### src/rtl/event_stretcher.sv
// Multi-channel event stretcher: trigger -> clean pulse of LEN cycles
// with edge/level trigger, retrigger or one-shot, hold-off, drop flag.
// clk, rst (async, active-low)
// in[CH]       : per-channel event inputs
// out[CH]      : stretched pulse (registered)
// start[CH]    : one-cycle strobe when out rises from 0
// dropped[CH]  : sticky flag, a trigger was ignored
// drop_clr[CH] : synchronous clear of dropped (set wins)
module event_stretcher #(
  parameter int CH      = 4,
  parameter int LEN     = 4,
  parameter int HOLDOFF = 0,
  parameter int EDGE    = 0,
  parameter int RETRIG  = 1
) (
  input  logic          clk,
  input  logic          rst,
  input  logic [CH-1:0] in,
  output logic [CH-1:0] out,
  output logic [CH-1:0] start,
  output logic [CH-1:0] dropped,
  input  logic [CH-1:0] drop_clr
);

  localparam int MAXV = (LEN > HOLDOFF) ? LEN : HOLDOFF;
  localparam int CW   = $clog2(MAXV + 1);

  localparam logic [CW-1:0] PLOAD = CW'(LEN - 1);
  localparam logic [CW-1:0] HLOAD =
    CW'((HOLDOFF > 0) ? (HOLDOFF - 1) : 0);
  localparam logic [CW-1:0] ONE  = CW'(1);
  localparam logic [CW-1:0] ZERO = '0;

  localparam logic [1:0] IDLE  = 2'd0;
  localparam logic [1:0] PULSE = 2'd1;
  localparam logic [1:0] HOLD  = 2'd2;

  logic [CH-1:0] in_q;
  logic [CH-1:0] trig;
  logic [CH-1:0] drop_set;
  logic [1:0]    st  [CH];
  logic [CW-1:0] cnt [CH];

  always_comb begin
    trig = (EDGE != 0) ? (in & ~in_q) : in;
  end

  // A trigger is lost in HOLD, or in PULSE when reload is disabled.
  always_comb begin
    drop_set = '0;
    for (int i = 0; i < CH; i++) begin
      drop_set[i] = trig[i] &
        ((st[i] == HOLD) |
         ((st[i] == PULSE) & (RETRIG == 0)));
    end
  end

  always_ff @(posedge clk or negedge rst) begin
    if (!rst) begin
      in_q    <= '0;
      out     <= '0;
      start   <= '0;
      dropped <= '0;
      for (int i = 0; i < CH; i++) begin
        st[i]  <= IDLE;
        cnt[i] <= ZERO;
      end
    end else begin
      in_q    <= in;
      start   <= '0;
      dropped <= (dropped & ~drop_clr) | drop_set;
      for (int i = 0; i < CH; i++) begin
        unique case (1'b1)
          (st[i] == IDLE): begin
            if (trig[i]) begin
              st[i]    <= PULSE;
              out[i]   <= 1'b1;
              start[i] <= 1'b1;
              cnt[i]   <= PLOAD;
            end else begin
              out[i] <= 1'b0;
            end
          end
          (st[i] == PULSE): begin
            if (trig[i] && (RETRIG != 0)) begin
              cnt[i] <= PLOAD;
              out[i] <= 1'b1;
            end else if (cnt[i] != ZERO) begin
              cnt[i] <= cnt[i] - ONE;
            end else begin
              out[i] <= 1'b0;
              if (HOLDOFF > 0) begin
                st[i]  <= HOLD;
                cnt[i] <= HLOAD;
              end else begin
                st[i] <= IDLE;
              end
            end
          end
          (st[i] == HOLD): begin
            out[i] <= 1'b0;
            if (cnt[i] != ZERO) begin
              cnt[i] <= cnt[i] - ONE;
            end else begin
              st[i] <= IDLE;
            end
          end
          default: begin
            st[i]  <= IDLE;
            out[i] <= 1'b0;
            cnt[i] <= ZERO;
          end
        endcase
      end
    end
  end

endmodule

### config.mk
export PLATFORM = sky130hd
export DESIGN_NAME = event_stretcher
export DESIGN_NICKNAME = d
export VERILOG_FILES = /design/src/rtl/event_stretcher.sv
export SDC_FILE = /design/constraint.sdc
export NUM_CORES = 1
export LEC_CHECK = 0
export BUFFER_PORTS_ARGS = -buffer_cell sky130_fd_sc_hd__buf_2
export CAP_MARGIN = 20
export CORE_UTILIZATION = 30
export DETAILED_ROUTE_END_ITERATION = 6
export GPL_TIMING_DRIVEN = 0
export SYNTH_ARGS = -nofsm -noshare
export SYNTH_HDL_FRONTEND = slang
export SYNTH_SLANG_ARGS = --single-unit
### constraint.sdc
create_clock -name clk -period 4.24 [get_ports clk]
set_input_delay 0.212 -clock clk [delete_from_list [all_inputs] [get_ports clk]]
set_output_delay 0.212 -clock clk [all_outputs]
set_load 0.05 [all_outputs]
# Word level (Yosys, flattened, before mapping)
# Index checks and enable logic that the tools add are counted.
# word_totals
register_bits	32
out_inout_bits	12
# op_classes
n_addsub	4
n_eq_ne	20
mux	52
bitwise	7
n_reduce_logical	12
# op_table
op	count
$mux W3	12
$pmux W3 S3	4
$mux W2	12
$pmux W2 S3	4
$mux W1	16
$ne A2 B2 Y1 const B	8
$ne A3 B3 Y1 const B	4
$reduce_bool A3 Y1	4
$sub A3 B1 Y3 const B	4
$eq A2 B1 Y1 const B	4
$eq A2 B2 Y1 const B	4
$logic_not A2 Y1	4
$pmux W1 S2	4
$reduce_and A2 Y1	4
$and A1 B1 Y1	4
$and A4 B4 Y4	1
$not A4 Y4	1
$or A4 B4 Y4	1

# Logic depth before layout (Yosys ltp)
# depth
word_depth	4
depth_mapped	7
mapped_depth_nobuf	6

# Worst setup path before layout
# OpenSTA, ideal clock, no wires.
# synth_path
path_kind	register to register
from	register cnt[0] (netlist bit)
to	register cnt[1] (netlist bit)
arrival_time_ps	1254
required_time_ps	4116
setup_slack_ps	2862
path_stages_with_launch	8
path_buffers	1
synth_period_minus_slack_ps	1378
cell_sequence	dfrtp_1 inv_1 ha_1 ha_1 nor2b_4 buf_6 nor2_2 a211o_1
# synth_between
elab_chain_len	4
word_cells_on_any_way	5
# synth_lines
item	line	rtl
from (decl)	42	logic [CW-1:0] cnt [CH];
from (signal, indexed assignment)	89	cnt[i] <= cnt[i] - ONE;
from (signal, indexed assignment)	103	cnt[i] <= cnt[i] - ONE;
$sub A3 B1 Y3 or $reduce_bool A3 Y1 (tied branches)	n/a	
$mux W3 (*)	88, 102	
$mux W3	85	if (trig[i] && (RETRIG != 0)) begin
$pmux W3 S3 (*)	73	unique case (1'b1)
# Mark *: on every way between the ends. The rest lies on a longest branch, timed or not.
# A chain may end at the register's enable or synchronous reset.

# Worst setup path after layout
# layout_path
from	register cnt[3] (netlist bit)
to	register cnt[4] (netlist bit)
# The elaborated chain is that of the path after synthesis.

==> run summary <==
CTS clk-pin slew, worst paths: 80 ps
Clk root buf: clkbuf_8
GRT overflow: 0
Largest net degree at the start of global routing: 29
Share of cells above drive strength 1: 0.310
Vias in the first global route: 802
Synthesized net count: 122
Port Buffers: 21
TritonCTS buffer count: 3
Via count: 762
Fill cell count: 371
Setup crit start kind: flip-flop
WL/cell: 10.3 µm
Mapped Area: 0.00124 mm²
Vias/cell: 4.31
Leakage: 0.000782 µW
RSZ-0062 raised after global routing: no
Yosys cell types: 19
Initial antenna violation count: 0
DP HPWL: 1430 µm
Most common cell after layout, fill and taps aside: dfrtp_1
CTS H-tree lvls: 1
Setup TNS: 0 ps
ANT cells: 0
Post-Place Cells: 173
Post-synthesis sequential area ratio: 0.566
I/O pins: 22
Worst setup EP type: flip-flop
Die area: 0.00439 mm²
Slew headroom: 0.598
Setup violators final: 0
Pwr dens: 566 mW/mm²
CP Class: reg -> reg
CTS tree: built
GPL Wtd Cong: 0.682
Mapped Cells: 104
Row count: 22
Placed cell areas: 0.00140 mm²
Crit Path Max Fanout: 7
Final Cycle Share: 0.344
Residual DRC: 0
Clk_lat worst skew: 260 ps
Die Y: 66.3 µm
Hold path cells: 2
Layout Cells excl Fill: 177
Worst hold path type: in -> reg
First-pass GRT wire length: 3340 µm
Starting Density: 0.326
All-Layer GR Usage: 0.101
Clock sink count: 28
Layout Area Growth over Synthesis: 17.5%
Hold path startpoint: drop_clr[1]
Status: finished clean
TritonRoute pass-1 iters: 4
Die X-Extent: 66.3 µm
Fin area: 0.00146 mm²
Yosys reg bits: 28
Final core occ: 0.383
Initial DRC Count: 11
Max_cap viols: 0
Max clock buf depth: 2
Yosys Warn Count: 0
Max-slew violations: 0
WL final: 1830 µm
Post-route ant nets: 0
# hold bufs at CTS: 1
Cts repair resizes: 0
Hold WS: 92.7 ps
Nets@finish: 149
CP required: 4390 ps
Clock skew: 1.00 ps
Peak VDD IR: 0.136 mV
Tmin final: 1460 ps
Most frequent cells in the layout: dfrtp_1, buf_2, inv_1, nor2_1
Arrival @ worst endpoint: 1610 ps
Post-CTS setup buffer count: 0
FF-to-FF Start: cnt[3]
R2r endpoint: cnt[4]
Number of hold violations in the final report: 0
Core Region: 0.00380 mm²
Worst Hold Path EP: dropped[1]
Reg2Reg Setup Slack: 2780 ps
Synthesized area per cell: 11.9 µm²
Slew at the pin closest to its max-slew limit: 603 ps
Reg2Reg Depth: 7
Max Clk Rate: 0.686 GHz
## routing by layer
layer	vias up	global-route usage	part of all wire
met1	369	0.116	0.44
met3	2	0.0190	0.042
met5	-	0	0
met2	17	0.173	0.50
li1	374	-	-
met4	0	0.0559	0.015
## cells by family after synthesis
| family | Yosys count | synth area share |
|---|---|---|
| simple gates | 34 | 0.160 |
| compound gates | 10 | 0.0707 |
| buf+inv | 16 | 0.0606 |
| xor+xnor | 2 | 0.0141 |
| flops | 28 | 0.566 |
| mux | 6 | 0.0485 |
| fa+ha+maj | 8 | 0.0808 |
## cell usage after synthesis, drive strengths merged
master	instances	area, µm²
and2b	2	17.5
buf	2	22.5
inv	14	52.6
dfrtp	28	701
nor2b	10	77.6
a211oi	2	15.0
mux2i	6	60.1
ha	8	100
xnor2	2	17.5
a211o	2	17.5
a21o	4	32.5
a21boi	2	22.5
nand2b	2	12.5
or2	4	25.0
nor2	14	57.6
nand2	2	7.51
## how the worst max path moves through the flow
| stage | slack [ps] | end | start |
|---|---|---|---|
| finish | 2780 | cnt[4] | cnt[3] |
| global route | 2690 | cnt[4] | cnt[3] |
| floorplan | 2860 | cnt[1] | cnt[0] |
| global placement | 2820 | cnt[1] | cnt[0] |
| detailed placement | 2790 | cnt[4] | cnt[3] |
| CTS | 2770 | cnt[4] | cnt[3] |
## critical path, stage by stage, from the launching register on
cell	delay, ps
dfrtp_1	360
inv_1	50
ha_1	190
ha_1	200
nor2b_4	110
buf_6	120
nor2_2	40
a211o_1	260
## flip-flops by register name (all words and copies together) (netlist names)
register / flops
out: 4
start: 4
cnt: 12
st: 4
dropped: 4
## power breakdown
group / leakage (µW) / total [µW] / internal [µW] / switching [µW]
Sequential: 0.000322 / 368 / 334 / 34.3
Clock: 0.0000216 / 135 / 63.5 / 71.5
Combinational: 0.000438 / 320 / 138 / 183
## area by class of cell
type,instances,area (µm²),share of cell area
sequential,28,701,0.482
multi-input combinational,60,463,0.318
timing repair buffer,22,115,0.0791
tap,48,60.1,0.0413
inverter,14,52.6,0.0361
clock buffer,3,41.3,0.0284
buffer,2,22.5,0.0155
## per-stage QoR
step | setup WS (ps) | power [µW]
6_report | 2780 | 823
5_1_grt | 2690 | 894
4_1_cts | 2770 | 836
3_5_place_dp | 2790 | 697
3_3_place_gp | 2820 | 675
2_1_floorplan | 2860 | 626
Power figures use the tool's default switching activity.
